**src/rtl/algo_ctrl_pkg.sv**
```systemverilog
// Shared types and constants for the ALGO frame controller and its configuration shadow.
// The threshold defaults are also used by the hue stage.
package algo_ctrl_pkg;

  typedef enum logic [1:0] {
    StIdle   = 2'd0,
    StArmed  = 2'd1,
    StActive = 2'd2,
    StSkip   = 2'd3
  } ctrl_state_e;

  localparam int unsigned NUM_THR = 6;

  localparam logic [2:0] CFG_SEL_H_MIN = 3'd0;
  localparam logic [2:0] CFG_SEL_H_MAX = 3'd1;
  localparam logic [2:0] CFG_SEL_S_MIN = 3'd2;
  localparam logic [2:0] CFG_SEL_S_MAX = 3'd3;
  localparam logic [2:0] CFG_SEL_V_MIN = 3'd4;
  localparam logic [2:0] CFG_SEL_V_MAX = 3'd5;

  // IEEE-754 single: 0.0 and 0.1
  localparam logic [31:0] H_MIN_DEF = 32'h0000_0000;
  localparam logic [31:0] H_MAX_DEF = 32'h3DCC_CCCD;
  localparam logic [31:0] S_MIN_DEF = 32'h0000_0000;
  localparam logic [31:0] S_MAX_DEF = 32'h3DCC_CCCD;
  localparam logic [31:0] V_MIN_DEF = 32'h0000_0000;
  localparam logic [31:0] V_MAX_DEF = 32'h3DCC_CCCD;

  function automatic logic cfg_sel_valid(input logic [2:0] sel);
    return sel <= CFG_SEL_V_MAX;
  endfunction

endpackage

```
**src/rtl/algo_cfg_shadow.sv**
```systemverilog
// Six shadow/active threshold register pairs with a pending flag.
// Active copies update only on commit, so a frame never sees a mix of old and new values.
module algo_cfg_shadow
  import algo_ctrl_pkg::*;
#(
  parameter logic [31:0] H_MIN_RST = H_MIN_DEF,
  parameter logic [31:0] H_MAX_RST = H_MAX_DEF,
  parameter logic [31:0] S_MIN_RST = S_MIN_DEF,
  parameter logic [31:0] S_MAX_RST = S_MAX_DEF,
  parameter logic [31:0] V_MIN_RST = V_MIN_DEF,
  parameter logic [31:0] V_MAX_RST = V_MAX_DEF
) (
  input  logic        clk_i,
  input  logic        rst_i,
  input  logic        wr_en_i,
  input  logic [2:0]  wr_sel_i,
  input  logic [31:0] wr_data_i,
  input  logic        commit_i,
  input  logic        idle_i,
  output logic [31:0] h_min_o,
  output logic [31:0] h_max_o,
  output logic [31:0] s_min_o,
  output logic [31:0] s_max_o,
  output logic [31:0] v_min_o,
  output logic [31:0] v_max_o,
  output logic        pending_o
);

  localparam logic [NUM_THR-1:0][31:0] RstVal =
    {V_MAX_RST, V_MIN_RST, S_MAX_RST, S_MIN_RST, H_MAX_RST, H_MIN_RST};

  logic [NUM_THR-1:0][31:0] shadow_q, shadow_d;
  logic [NUM_THR-1:0][31:0] active_q, active_d;
  logic                     pending_q, pending_d;
  logic                     wr_idle_q;
  logic                     wr_hit;
  logic                     commit;

  always_comb begin
    wr_hit    = wr_en_i && cfg_sel_valid(wr_sel_i);
    // Writes made while idle commit on the following cycle.
    commit    = commit_i || wr_idle_q;
    shadow_d  = shadow_q;
    active_d  = active_q;
    pending_d = pending_q;
    if (commit) begin
      active_d  = shadow_q;
      pending_d = 1'b0;
    end
    if (wr_hit) begin
      shadow_d[wr_sel_i] = wr_data_i;
      pending_d          = 1'b1;
    end
  end

  always_ff @(posedge clk_i or posedge rst_i) begin
    if (rst_i) begin
      shadow_q  <= RstVal;
      active_q  <= RstVal;
      pending_q <= 1'b0;
      wr_idle_q <= 1'b0;
    end else begin
      shadow_q  <= shadow_d;
      active_q  <= active_d;
      pending_q <= pending_d;
      wr_idle_q <= wr_en_i && idle_i;
    end
  end

  assign h_min_o   = active_q[CFG_SEL_H_MIN];
  assign h_max_o   = active_q[CFG_SEL_H_MAX];
  assign s_min_o   = active_q[CFG_SEL_S_MIN];
  assign s_max_o   = active_q[CFG_SEL_S_MAX];
  assign v_min_o   = active_q[CFG_SEL_V_MIN];
  assign v_max_o   = active_q[CFG_SEL_V_MAX];
  assign pending_o = pending_q;

endmodule

```
**src/rtl/algo_frame_ctrl.sv**
```systemverilog
// Frame sequencer for the ALGO colour pipeline: gates camera sync/enable on frame
// boundaries, decimates frames, owns threshold configuration and status counters.
module algo_frame_ctrl
  import algo_ctrl_pkg::*;
#(
  parameter int unsigned FRAME_SKIP = 0,
  parameter int unsigned PIX_W      = 12,
  parameter int unsigned LINE_W     = 11,
  parameter logic [31:0] H_MIN_RST  = H_MIN_DEF,
  parameter logic [31:0] H_MAX_RST  = H_MAX_DEF,
  parameter logic [31:0] S_MIN_RST  = S_MIN_DEF,
  parameter logic [31:0] S_MAX_RST  = S_MAX_DEF,
  parameter logic [31:0] V_MIN_RST  = V_MIN_DEF,
  parameter logic [31:0] V_MAX_RST  = V_MAX_DEF
) (
  input  logic              i_cmos_d_pclk,
  input  logic              i_cmos_rst,
  input  logic              i_enable,
  input  logic              i_cmos_vsys,
  input  logic              i_cmos_href,
  input  logic              i_cmos_de,
  input  logic              i_cfg_valid,
  output logic              o_cfg_ready,
  input  logic [2:0]        i_cfg_sel,
  input  logic [31:0]       i_cfg_data,
  output logic              o_vsys,
  output logic              o_href,
  output logic              o_de,
  output logic [31:0]       o_h_min,
  output logic [31:0]       o_h_max,
  output logic [31:0]       o_s_min,
  output logic [31:0]       o_s_max,
  output logic [31:0]       o_v_min,
  output logic [31:0]       o_v_max,
  output logic              o_cfg_pending,
  output logic [15:0]       o_frame_cnt,
  output logic [LINE_W-1:0] o_line_cnt,
  output logic [PIX_W-1:0]  o_pix_cnt,
  output logic [1:0]        o_state
);

  localparam int unsigned SkipW = (FRAME_SKIP > 0) ? $clog2(FRAME_SKIP + 1) : 1;
  localparam logic [SkipW-1:0] SkipReload = SkipW'(FRAME_SKIP);

  ctrl_state_e       state_q, state_d;
  logic [SkipW-1:0]  skip_q, skip_d;
  logic              vs_q, href_q;
  logic              fs, href_fall, pass, cfg_accept;
  logic              vsys_q, href_g_q, de_q;
  logic [15:0]       frame_q, frame_d;
  logic [LINE_W-1:0] line_q, line_d;
  logic [PIX_W-1:0]  pix_q, pix_d;

  assign fs        = i_cmos_vsys && !vs_q;
  assign href_fall = !i_cmos_href && href_q;

  always_comb begin
    state_d = state_q;
    skip_d  = skip_q;
    case (state_q)
      StIdle: begin
        if (i_enable) state_d = StArmed;
      end
      StArmed: begin
        if (!i_enable) begin
          state_d = StIdle;
        end else if (fs) begin
          state_d = StActive;
          skip_d  = SkipReload;
        end
      end
      StActive, StSkip: begin
        // Disable only lands on a frame boundary so the running frame completes.
        if (fs) begin
          if (!i_enable) begin
            state_d = StIdle;
          end else if (skip_q == '0) begin
            state_d = StActive;
            skip_d  = SkipReload;
          end else begin
            state_d = StSkip;
            skip_d  = skip_q - SkipW'(1);
          end
        end
      end
      default: state_d = StIdle;
    endcase
  end

  // Gating looks at the next state so the frame-start cycle itself is passed.
  assign pass        = (state_d == StActive);
  assign o_cfg_ready = !(fs && (state_q != StIdle));
  assign cfg_accept  = i_cfg_valid && o_cfg_ready;

  always_comb begin
    pix_d   = pix_q;
    line_d  = line_q;
    frame_d = frame_q;
    if (fs) begin
      pix_d  = '0;
      line_d = '0;
    end else begin
      if (href_fall) begin
        pix_d = '0;
      end else if (i_cmos_de && pass) begin
        pix_d = pix_q + PIX_W'(1);
      end
      if (href_fall && (state_q == StActive)) line_d = line_q + LINE_W'(1);
    end
    if (fs && pass) frame_d = frame_q + 16'd1;
  end

  always_ff @(posedge i_cmos_d_pclk or posedge i_cmos_rst) begin
    if (i_cmos_rst) begin
      state_q  <= StIdle;
      skip_q   <= '0;
      vs_q     <= 1'b0;
      href_q   <= 1'b0;
      vsys_q   <= 1'b0;
      href_g_q <= 1'b0;
      de_q     <= 1'b0;
      frame_q  <= '0;
      line_q   <= '0;
      pix_q    <= '0;
    end else begin
      state_q  <= state_d;
      skip_q   <= skip_d;
      vs_q     <= i_cmos_vsys;
      href_q   <= i_cmos_href;
      vsys_q   <= i_cmos_vsys && pass;
      href_g_q <= i_cmos_href && pass;
      de_q     <= i_cmos_de && pass;
      frame_q  <= frame_d;
      line_q   <= line_d;
      pix_q    <= pix_d;
    end
  end

  algo_cfg_shadow #(
    .H_MIN_RST (H_MIN_RST),
    .H_MAX_RST (H_MAX_RST),
    .S_MIN_RST (S_MIN_RST),
    .S_MAX_RST (S_MAX_RST),
    .V_MIN_RST (V_MIN_RST),
    .V_MAX_RST (V_MAX_RST)
  ) u_cfg_shadow (
    .clk_i     (i_cmos_d_pclk),
    .rst_i     (i_cmos_rst),
    .wr_en_i   (cfg_accept),
    .wr_sel_i  (i_cfg_sel),
    .wr_data_i (i_cfg_data),
    .commit_i  (fs && (state_q != StIdle)),
    .idle_i    (state_q == StIdle),
    .h_min_o   (o_h_min),
    .h_max_o   (o_h_max),
    .s_min_o   (o_s_min),
    .s_max_o   (o_s_max),
    .v_min_o   (o_v_min),
    .v_max_o   (o_v_max),
    .pending_o (o_cfg_pending)
  );

  assign o_vsys      = vsys_q;
  assign o_href      = href_g_q;
  assign o_de        = de_q;
  assign o_frame_cnt = frame_q;
  assign o_line_cnt  = line_q;
  assign o_pix_cnt   = pix_q;
  assign o_state     = state_q;

endmodule

```
**config.mk**
```make
export PLATFORM = sky130hd
export DESIGN_NAME = algo_frame_ctrl
export DESIGN_NICKNAME = d
export VERILOG_FILES = /design/src/rtl/algo_ctrl_pkg.sv /design/src/rtl/algo_cfg_shadow.sv /design/src/rtl/algo_frame_ctrl.sv
export SDC_FILE = /design/constraint.sdc
export NUM_CORES = 1
export LEC_CHECK = 0
export BUFFER_PORTS_ARGS = -buffer_cell sky130_fd_sc_hd__buf_2
export CORE_MARGIN = 2
export CORE_UTILIZATION = 40
export DETAILED_ROUTE_END_ITERATION = 16
export SYNTH_ARGS = -nofsm -noshare
export SYNTH_HDL_FRONTEND = slang
export SYNTH_SLANG_ARGS = --single-unit
```
**constraint.sdc**
```tcl
create_clock -name i_cmos_d_pclk -period 12.1 [get_ports i_cmos_d_pclk]
set_input_delay 0 -clock i_cmos_d_pclk [delete_from_list [all_inputs] [get_ports i_cmos_d_pclk]]
set_output_delay 0 -clock i_cmos_d_pclk [all_outputs]
set_load 0.02 [all_outputs]
```
# Word-level counts from Yosys, hierarchy flattened
# Index checks and enable logic that the tools add are counted.
dict set report op_classes {
  n_lt_le_gt_ge 3
  n_reduce_logical 24
  addsub 4
  n_mux 23
  n_eq_ne 8
}
# op count
set op_table {}
lappend op_table {{$bwmux 192} 1}
lappend op_table {{$demux 32 s3} 1}
lappend op_table {{$mux 12} 3}
lappend op_table {{$mux 32} 1}
lappend op_table {{$mux 11} 2}
lappend op_table {{$add 16x1->16 const B} 1}
lappend op_table {{$add 12x1->12 const B} 1}
lappend op_table {{$logic_and 1x1->1} 12}
lappend op_table {{$add 11x1->11 const B} 1}
lappend op_table {{$mux 2} 5}
lappend op_table {{$mux 1} 8}
lappend op_table {{$ne 2x2->1 const B} 4}
lappend op_table {{$reduce_bool 2->1} 4}
lappend op_table {{$eq 2x2->1 const B} 3}
lappend op_table {{$pmux 2 s3} 1}
lappend op_table {{$reduce_and 5->1} 1}
lappend op_table {{$lt 3x4->1 const B} 1}
lappend op_table {{$ge 3x1->1 const B} 1}
lappend op_table {{$le 3x3->1 const B} 1}
lappend op_table {{$logic_not 1->1} 3}
lappend op_table {{$reduce_bool 3->1} 1}
lappend op_table {{$eq 2x1->1 const B} 1}
lappend op_table {{$logic_not 2->1} 1}
lappend op_table {{$pmux 1 s2} 1}
lappend op_table {{other kinds (3)} 3}
dict set report totals {
  output_inout_bits 238
  in_bits 42
  word_cells 86
  regBits 433
}

# Longest topological paths before layout
# Gate-level depths: netlist (run 1).
dict set report depth {
  ltp_word 10
  depth_mapped 7
  mapped_depth_nobuf 5
}

# By module
# From an unflattened synthesis (run 1), not the netlist that was laid out.
dict set report hier_totals {
  cells_unflattened 1030
  area_unflattened_um2 16701.0
}
# mod cells_each n_inst area_per_inst_um2 seq_area_each_um2
set modules_own_cells {}
lappend modules_own_cells {algo_cfg_shadow 825 1 14501.4 9794.4}
lappend modules_own_cells {algo_frame_ctrl 205 1 2199.6 1151.1}

# Worst setup path before layout (run 1)
# OpenSTA, ideal clock, no wires.
dict set report synth_path {
  path_type {flip-flop to flip-flop}
  from {register state_q[1], in the netlist o_state[1]}
  to {register u_cfg_shadow.shadow_q[161] (netlist name)}
  stages_incl_launch_ff 6
  n_path_buf 1
  path_slack_ns 10.193
  synth_period_minus_slack_ns 1.907
  required_ns 11.975
  arrival_time_ns 1.783
  setup_ns 0.125
  cell_sequence {dfrtp_1 > nor2_4 > nor2_8 > nor4b_4 > buf_6 > mux2_2}
}
dict set report synth_between {
  elab_chain_cells 5
}
# item line
set synth_lines {}
lappend synth_lines {{start, declared} algo_frame_ctrl.sv:45} ;# ctrl_state_e state_q, state_d;
lappend synth_lines {{start signal, assigned} algo_frame_ctrl.sv:115} ;# state_q <= StIdle;
lappend synth_lines {{start signal, assigned} algo_frame_ctrl.sv:126} ;# state_q <= state_d;
lappend synth_lines {{$reduce_bool 2->1} algo_frame_ctrl.sv:92} ;# assign o_cfg_ready = !(fs && (state_q != StIdle));
lappend synth_lines {{$logic_and 1x1->1} algo_frame_ctrl.sv:92}
lappend synth_lines {{$logic_not 1->1} algo_frame_ctrl.sv:92}
lappend synth_lines {{$logic_and 1x1->1} algo_frame_ctrl.sv:93} ;# assign cfg_accept = i_cfg_valid && o_cfg_ready;
lappend synth_lines {{$logic_and 1x1->1} algo_cfg_shadow.sv:40} ;# wr_hit = wr_en_i && cfg_sel_valid(wr_sel_i);
lappend synth_lines {{end signal, assigned} algo_cfg_shadow.sv:58} ;# shadow_q <= RstVal;
lappend synth_lines {{end signal, assigned} algo_cfg_shadow.sv:63} ;# shadow_q <= shadow_d;
lappend synth_lines {{end, declared} algo_cfg_shadow.sv:32} ;# logic [NUM_THR-1:0][31:0] shadow_q, shadow_d;
# Every way passes these cells.
# A chain may end at the register's enable or synchronous reset.

# Worst setup path after layout (run 1)
dict set report layout_path {
  from {register vs_q}
  to {register u_cfg_shadow.active_q (netlist bit u_cfg_shadow.s_min_o[20])}
}
dict set report layout_between {
  elab_chain_cells 4
}
# item line
set layout_lines {}
lappend layout_lines {{start, declared} algo_frame_ctrl.sv:47} ;# logic vs_q, href_q;
lappend layout_lines {{start signal, assigned} algo_frame_ctrl.sv:128} ;# vs_q <= i_cmos_vsys;
lappend layout_lines {{$logic_not 1->1} algo_frame_ctrl.sv:54} ;# assign fs = i_cmos_vsys && !vs_q;
lappend layout_lines {{$logic_and 1x1->1} algo_frame_ctrl.sv:54}
lappend layout_lines {{$logic_and 1x1->1} algo_frame_ctrl.sv:152} ;# .commit_i (fs && (state_q != StIdle)),
lappend layout_lines {{$logic_or 1x1->1} algo_cfg_shadow.sv:42} ;# commit = commit_i || wr_idle_q;
lappend layout_lines {{end signal, assigned} algo_cfg_shadow.sv:59} ;# active_q <= RstVal;
lappend layout_lines {{end signal, assigned} algo_cfg_shadow.sv:64} ;# active_q <= active_d;
lappend layout_lines {{end, declared} algo_cfg_shadow.sv:33} ;# logic [NUM_THR-1:0][31:0] active_q, active_d;
# Every way passes these cells.

==> metrics.csv, run 1 <==
metric,value,unit
nNetsFinal,1415,
rsz0062_at_grt,false,
setup_viol,0,
layout-drive-gt1-share,60.91,%
areaGrowthSynthToFinish,21.82,%
synth-xor-area-share,1.193,%
synth_simple_gate_area_share,3.936,%
avgSynthCellArea,16.32,um^2
clkPwrFrac,25.9,%
p_seq_share,44.1,%
p_switching,1.706,mW
worst_path_most_repeated_cell,buf_4,
synth_async_sr_flop_share,100.0,%
cts_resized,0,
drc,0,
finalWorstSetupSlack,8.140,ns
cp-start-kind,register,
grt_max_degree,102,
cp.required,12.55,ns
track_usage,17.30,%
yosysUniqueCellTypes,49,
slew-limit-headroom,18.77,%
worst_pin_slew,1.213,ns
synthesis.nets,1079,
cts_sinks,432,
first_global_vias,10180,
critPathCaptureType,register,
fp.dieArea,43860,um^2
io_buffers,279,
initial_core_util,40.42,%
dpl.cell_count,1820,
layoutNonFillerInstCount,1946,
combPwrFrac,30.0,%
io_pins,280,
worstPathArrival,4.41,ns
cts_tree,yes,
place.gp.congestion,0.7554,
grt_pass1_wl,59.15,mm
htreeDepth,2,
hold_path.class,input pin to register,
cts_made_buffers,47,
ys_seq_elements,432,
swShare,32.59,%
cpPeakStageDelay,0.92,ns
leakage,9.346,nW
fin_crit,3.960,ns
p_int,3.530,mW
synth_compound_area_share,1.305,%
cts-hold-fix-buffers,40,
crit_path_cell_trace,nand2b_1 > nor2_8 > nor2_4 > buf_4 > buf_4 > buf_4 > mux2_2,
hold_viol,0,
report.final.slew_viol_count,0,
clock_latency,0.58,ns
wire_per_inst,19.05,um
wirelength,37.07,mm
place_ws,7.990,ns
clk_path_buf_depth,3,
root_buffer,clkbuf_16,
synth_mux_area_share,25.92,%
die_h,209.4,um
critPathMaxFanout,80,
drv_cap,0,
yosys_most_used_dff,dfrtp_1,
synth_adder_area_share,0.2224,%
status,completed,
syn_inst,1034,
core-area,41760,um^2
yosys_warnings,0,
drt_iter0_drc,284,
synth_seq_area_share,64.85,%
post_cts_buffers,0,
dp_hpwl,23.82,mm
synth_top_family_by_area,multiplexers,
rows,75,
slowest_stage,buf_4,
antenna_found_initial,2,
synth-edff-count,0,
finClkSkew,0.02063,ns
avgViaCountPerCell,4.932,
dr.pass1.iters,4,
max_freq,0.2525,GHz
critPathKind,register to register,
fin_crit_sh,32.73,%
chipWidth,209.4,um
ant_nets,0,
n_antenna_cell,0,
grt_overflow_total,0,
clkTransAtPathRegs,0.06,ns
vias,9597,
timing.setup.tns,0,ns
syn_area,16880,um^2
powerDensity,254.6,nW/um^2
peakVddDrop,0.0001593,V
## critical path: cells and delay by family (launching register included)
kind,cells,cell delay (ns)
muxes,1,0.41
and+or+nand+nor,3,0.66
buffers and inverters,3,2.28
DFF,1,0.40
## cell families (layout without fill, tap and decap cells)
| logic type | after synthesis | after routing |
|---|---|---|
| compound gates | 34 | 34 |
| xor+xnor | 23 | 23 |
| fa+ha+maj | 3 | 3 |
| buf+inv | 54 | 427 |
| flops | 432 | 432 |
| mux | 389 | 389 |
| simple gates | 99 | 99 |
## metrics by stage
step | utilization, % | cell area (um^2) | hold slack [ns] | total power [mW]
3_3_place_gp | 44.74 | 18680 | 0.1591 | 3.881
5_1_grt | 49.24 | 20560 | 0.1164 | 5.527
6_report | 49.24 | 20560 | 0.1004 | 5.236
3_5_place_dp | 44.74 | 18680 | 0.1655 | 3.921
4_1_cts | 49.24 | 20560 | 0.07194 | 5.319
2_1_floorplan | - | 16880 | 0.03143 | 3.374
## metal layers
metal  global-route usage [%]  share of wire, %  vias up
li1                         -                 -     4361
met3                    4.818               6.3       46
met4                    4.852               1.6        4
met5                        0             0.073        -
met2                    27.68                47      205
met1                    23.18                45     4981
## flip-flops by register name, indices dropped and copies added (netlist names)
register,count
u_cfg_shadow.wr_idle_q,1
o_pix_cnt,12
u_cfg_shadow.h_min_o,32
o_state,2
o_href,1
u_cfg_shadow.shadow_q,192
u_cfg_shadow.pending_o,1
u_cfg_shadow.s_max_o,32
u_cfg_shadow.v_min_o,32
href_q,1
o_frame_cnt,16
u_cfg_shadow.v_max_o,32
u_cfg_shadow.s_min_o,32
vs_q,1
o_de,1
o_line_cnt,11
u_cfg_shadow.h_max_o,32
o_vsys,1
## cell usage in the layout, fill, tap and decap left out, drive strengths merged, types with 11 or more instances in the layout
master,n
mux2,385
dfrtp,324
buf,294
dfstp,108
clkbuf,78
dlygate4sd3,40
nor2,18
nand2,15
a21oi,14
nand3,13
xnor2,12
xor2,11
## path summary, 6_finish.rpt
| path | startpoint | to | slack [ns] | cells past startpoint |
|---|---|---|---|---|
| worst max register to register | vs_q | u_cfg_shadow.s_min_o[20] | 8.14 | 7 |
| max in group asynchronous | i_cmos_rst | u_cfg_shadow.shadow_q[52] | 9.87 | 5 |
| min in group asynchronous | i_cmos_rst | o_frame_cnt[15] | 0.12 | 3 |
| worst min-delay path | i_cfg_sel[2] | u_cfg_shadow.shadow_q[9] | 0.10 | 3 |
| worst min register to register | o_frame_cnt[15] | o_frame_cnt[15] | 0.47 | 1 |
| worst max-delay path | vs_q | u_cfg_shadow.s_min_o[20] | 8.14 | 7 |
## area by class of cell
type                            count  area, um^2
Timing Repair Buffer              334        1909
Clock buffer                       78        1414
Clock inverter                      8       63.81
Sequential cell                   432       10950
Tap cell                          539       674.4
Inverter                            7       33.78
Multi-Input combinational cell    548        5522
Fill cell                        3664       21200
## cell usage after synthesis (all sizes together), types with 6 or more instances
library cell	instances	area [um^2]
a21oi	14	70.07
and4	6	52.55
buf	44	396.6
dfrtp	324	8108
dfstp	108	2838
inv	7	26.27
mux2	385	4335
nand2	15	56.30
nand3	13	65.06
nand4	9	56.30
nor2	18	93.84
o21ai	8	40.04
or3	7	43.79
xnor2	12	105.1
xor2	11	96.34
## power groups by stage
stage | clock network, mW | logic, mW | registers, mW
6_report | 1.36 | 1.57 | 2.31
2_1_floorplan | 0 | 0.668 | 2.71
3_5_place_dp | 0 | 1.59 | 2.33
5_1_grt | 1.46 | 1.68 | 2.38
3_3_place_gp | 0 | 1.57 | 2.31
4_1_cts | 1.40 | 1.60 | 2.31
Power figures use the tool's default switching activity.
==> run 2: changes to the inputs <==
Clock period 12.1 ns to 3.95 ns, I/O delays scaled along.
==> run 2 against run 1 <==
Core utilization up 0.49 points. Global-route usage up 0.36 points. Fmax up 59%. Sequential power rose to 3.1 times the previous value. Clock power rose to 3.3 times the previous value. Cell area up 1.0%. Non-clock buffer count up 3. Largest power group unchanged. Highest routed layer unchanged.
==> metrics.csv, run 2 (same netlist as run 1, synthesis figures left out) <==
metric,value,unit
dr.pass1.iters,4,
worstPathArrival,2.93,ns
core-area,41760,um^2
regArea,10950,um^2
layoutNonFillerInstCount,1951,
worst_pin_slew,0.9645,ns
critPathKind,register to register,
clock_latency,0.57,ns
grt_overflow_total,0,
layout-drive-gt1-share,61.80,%
root_buffer,clkbuf_16,
place_ws,1.471,ns
peakVddDrop,0.0004997,V
post_cts_buffers,0,
htreeDepth,2,
slowest_stage,nor4b_4,
clk_path_buf_depth,3,
layout_common_cells,"mux2_2, dfrtp_1, buf_2, dfstp_2, clkbuf_16",
nFillCells,3637,
clkTransAtPathRegs,0.06,ns
dpl.cell_count,1823,
rsz0062_at_grt,false,
chipWidth,209.4,um
grt_pass1_wl,60.11,mm
track_usage,17.66,%
timing.setup.tns,0,ns
io_pins,280,
cts_made_buffers,47,
regMostFlops,u_cfg_shadow.shadow_q,
critPathCaptureType,register,
die_h,209.4,um
status,completed,
wire_per_inst,19.54,um
drv_cap,0,
cts_resized,0,
drt_iter0_drc,386,
powerDensity,788.6,nW/um^2
slew-limit-headroom,35.57,%
avgViaCountPerCell,4.960,
cpPeakStageDelay,0.72,ns
hold_viol,0,
drc,0,
cp.required,4.39,ns
antenna_found_initial,3,
cts-hold-fix-buffers,40,
place.gp.congestion,0.7586,
cts_tree,yes,
fin_crit,2.489,ns
leakage,9.455,nW
initial_core_util,40.42,%
wirelength,38.12,mm
setup_viol,0,
rows,75,
grt_max_degree,124,
multiInputGateArea,5522,um^2
areaGrowthSynthToFinish,23.05,%
first_global_vias,10190,
ant_nets,0,
io_buffers,279,
finalWorstSetupSlack,1.461,ns
largest_reg_flops,192,
crit_path_cell_trace,nand2b_1 > nor2_8 > nor4b_4 > buf_12 > mux2_2,
finClkSkew,0.009008,ns
vias,9676,
cp-start-kind,register,
nNetsFinal,1418,
report.final.slew_viol_count,0,
hold_path.class,input pin to register,
critPathMaxFanout,24,
fin_crit_sh,63.01,%
fp.dieArea,43860,um^2
cts_sinks,432,
dp_hpwl,24.24,mm
layout_commonest_cell,mux2_2,
max_freq,0.4018,GHz
run 2: cell count changes in the layout (fill, tap and decap cells not counted):
cell,before,now
clkbuf_8,10,13
clkbuf_1,20,9
diode_2,0,1
buf_12,0,5
clkinv_2,4,11
inv_8,2,0
clkinvlp_4,1,2
buf_4,15,13
bufinv_16,0,3
clkinv_8,1,0
clkbuf_16,48,49
run 2: area by class of cell:
| cell class | instances | area share [%] |
|---|---|---|
| Sequential cell | 432 | 52.70 |
| Multi-Input combinational cell | 548 | 26.59 |
| Timing Repair Buffer | 337 | 9.603 |
| Clock buffer | 71 | 6.928 |
| Tap cell | 539 | 3.247 |
| Clock inverter | 16 | 0.7772 |
| Inverter | 7 | 0.1446 |
| Antenna cell | 1 | 0.01205 |
run 2: critical path, delay by kind of cell, from the launching register on:
family,cells,cell delay (ns)
buf+inv,1,0.30
flops,1,0.41
mux,1,0.35
simple gates,3,1.27
run 2: per-stage QoR:
stage	hold WS [ns]	util, %	power [mW]	area (um^2)
finish	0.08664	49.73	16.38	20770
global route	0.08524	49.73	17.26	20770
CTS	0.04351	49.73	16.63	20770
detailed placement	0.1515	44.94	12.04	18770
global placement	0.1549	44.94	11.91	18770
floorplan	0.03143	-	10.34	16880
run 2: where the power goes:
part,switching (mW),internal [mW],total [mW]
registers,0.815,6.26,7.08
clock network,1.75,2.71,4.46
logic,2.72,2.12,4.84
total,5.28,11.1,16.4
run 2: final timing paths:
kind | from | to | cells past startpoint | slack [ns]
max | vs_q | u_cfg_shadow.shadow_q[116] | 5 | 1.46
min in group asynchronous | i_cmos_rst | u_cfg_shadow.shadow_q[44] | 3 | 0.19
max in group asynchronous | i_cmos_rst | u_cfg_shadow.h_min_o[30] | 4 | 2.60
max reg2reg | vs_q | u_cfg_shadow.shadow_q[116] | 5 | 1.46
min reg2reg | o_frame_cnt[15] | o_frame_cnt[15] | 1 | 0.47
min | i_cfg_sel[2] | u_cfg_shadow.shadow_q[127] | 3 | 0.09
run 2: layer usage:
metal | GRT usage [%] | part of all wire (%) | up-vias
met3 | 5.132 | 6.5 | 52
met4 | 5.074 | 1.8 | 4
li1 | - | - | 4361
met5 | 0 | 0.055 | -
met2 | 27.71 | 46 | 210
met1 | 23.94 | 45 | 5049
==> run 3: changes to the inputs <==
Clock period 3.95 ns to 2.49 ns, I/O delays scaled along.
==> run 3 against run 2 <==
Wire length increased by 0.98%. Core utilization up 0.64 points. Die area stayed put. Total power rose by 58%. Fmax is 17% higher. Combinational power rose by 61%. Global-route usage rose by 0.16 points. First-iteration DRC count shrank 8.8%. Highest routed layer unchanged.
==> metrics.csv, run 3 (same netlist as run 1, synthesis figures left out) <==
metric,value,unit
status,completed,
hold_path.class,input pin to asynchronous set/reset pin,
cts_sinks,432,
die_h,209.4,um
track_usage,17.81,%
cpPeakStageDelay,0.52,ns
wirelength,38.49,mm
slew-limit-headroom,58.51,%
avgViaCountPerCell,4.973,
layout-drive-gt1-share,62.33,%
crit_family,simple AND/OR/NAND/NOR gates,
nFillCells,3628,
clk_path_buf_depth,3,
fp.dieArea,43860,um^2
cts_made_buffers,46,
dp_hpwl,25.95,mm
peakVddDrop,0.0006709,V
htreeDepth,2,
cp-start-kind,register,
drv_cap,0,
cts_resized,0,
report.final.slew_viol_count,0,
drc,0,
worst_pin_slew,0.6171,ns
worst_hold_slack,0.05009,ns
regMostFlops,u_cfg_shadow.shadow_q,
leakage,9.594,nW
critPathCaptureType,register,
cts_tree,yes,
slowest_stage,dfrtp_1,
fin_area,21040,um^2
fin_crit,2.121,ns
antenna_found_initial,2,
cp.required,2.93,ns
rows,75,
areaGrowthSynthToFinish,24.64,%
core-area,41760,um^2
clkTransAtPathRegs,0.06,ns
powerDensity,1232,nW/um^2
n_antenna_cell,0,
fin_util,50.38,%
grt_pass1_wl,60.78,mm
finClkSkew,0.01441,ns
vias,9821,
nNetsFinal,1443,
layoutNonFillerInstCount,1975,
dpl_cell_area,19070,um^2
root_buffer,clkbuf_16,
fin_crit_sh,85.20,%
dr.pass1.iters,4,
layout_commonest_cell,mux2_2,
multiInputGateArea,5522,um^2
initial_core_util,40.42,%
hold_viol,0,
io_buffers,279,
dpl.cell_count,1849,
grt_overflow_total,0,
first_global_vias,10320,
timing.setup.tns,0,ns
critPathKind,register to register,
regArea,10950,um^2
wire_per_inst,19.49,um
critPathMaxFanout,54,
chipWidth,209.4,um
r2r-start,o_state[0],
path_buf_inv,1,
max_freq,0.4714,GHz
io_pins,280,
worst_path_most_repeated_cell,nor2_4,
clock_latency,0.56,ns
place.gp.congestion,0.7700,
drt_iter0_drc,352,
worstPathArrival,2.56,ns
crit_start,o_state[0],
ant_nets,0,
layout_common_cells,"mux2_2, dfrtp_1, buf_2, dfstp_2, clkbuf_16",
grt_max_degree,97,
setup_viol,0,
crit_path_cell_trace,nor2_4 > nor2_8 > nor2_4 > buf_12 > mux2_2,
largest_reg_flops,192,
rsz0062_at_grt,false,
==> run 3: changes by cell type in the layout (fill, tap and decap cells not counted) <==
cell / change
buf_4: +17
clkinv_2: -5
buf_12: +9
bufinv_16: -2
inv_6: -1
clkbuf_1: +2
clkinvlp_4: +3
clkbuf_8: +2
diode_2: -1
==> run 3: metal layers <==
metal / global-route usage, % / share of wire (%) / routed length, um / vias up
met5: 0 / 0.057 / 22 / -
met4: 5.049 / 1.9 / 713 / 4
met3: 4.519 / 5.8 / 2233 / 58
met2: 28.07 / 46 / 17840 / 205
met1: 24.52 / 46 / 17680 / 5129
li1: - / - / - / 4425
==> run 3: what timing repair did <==
item | in CTS | in global routing
hold endpoints to repair | 277 | 0
setup endpoints to repair | 0 | 0
hold buffers | 40 | 0
setup buffers | 0 | 0
==> run 3: worst register-to-register path, stage by stage, from the launching register on <==
cell and delay, ns:
dfrtp_1 0.52, nor2_4 0.28, nor2_8 0.10, nor2_4 0.31, buf_12 0.34, mux2_2 0.45
==> run 3: through the flow <==
step	power (mW)	setup WS, ns
final	25.92	0.3686
after global routing	27.25	0.2490
after CTS	26.31	0.3716
after detailed placement	19.21	0.3765
after global placement	19.01	0.4403
after floorplan	16.40	-3.255
==> run 3: final cells by class <==
cell class | instances | area share [%]
clock buffer | 75 | 7.006
clock inverter | 11 | 0.4282
inverter | 7 | 0.1427
multi-input combinational | 548 | 26.25
sequential | 432 | 52.03
tap | 539 | 3.206
timing repair buffer | 363 | 10.94
==> run 3: where the power goes <==
| part | leakage [nW] | internal (mW) | switching [mW] | total [mW] |
|---|---|---|---|---|
| sequential | 5.11 | 9.94 | 1.30 | 11.2 |
| clock | 0.763 | 4.15 | 2.76 | 6.90 |
| combinational | 3.72 | 3.44 | 4.33 | 7.77 |
| total | 9.59 | 17.5 | 8.40 | 25.9 |
==> run 3: path summary, 6_finish.rpt <==
check | to | slack, ns | depth (start not counted)
worst max register to register | u_cfg_shadow.v_min_o[20] | 0.37 | 5
max in group asynchronous | u_cfg_shadow.shadow_q[103] | 1.50 | 5
worst min register to register | o_frame_cnt[15] | 0.48 | 1
worst max-delay path | u_cfg_shadow.v_min_o[20] | 0.37 | 5
worst min-delay path | u_cfg_shadow.h_max_o[12] | 0.05 | 3
min in group i_cmos_d_pclk | u_cfg_shadow.shadow_q[155] | 0.13 | 4
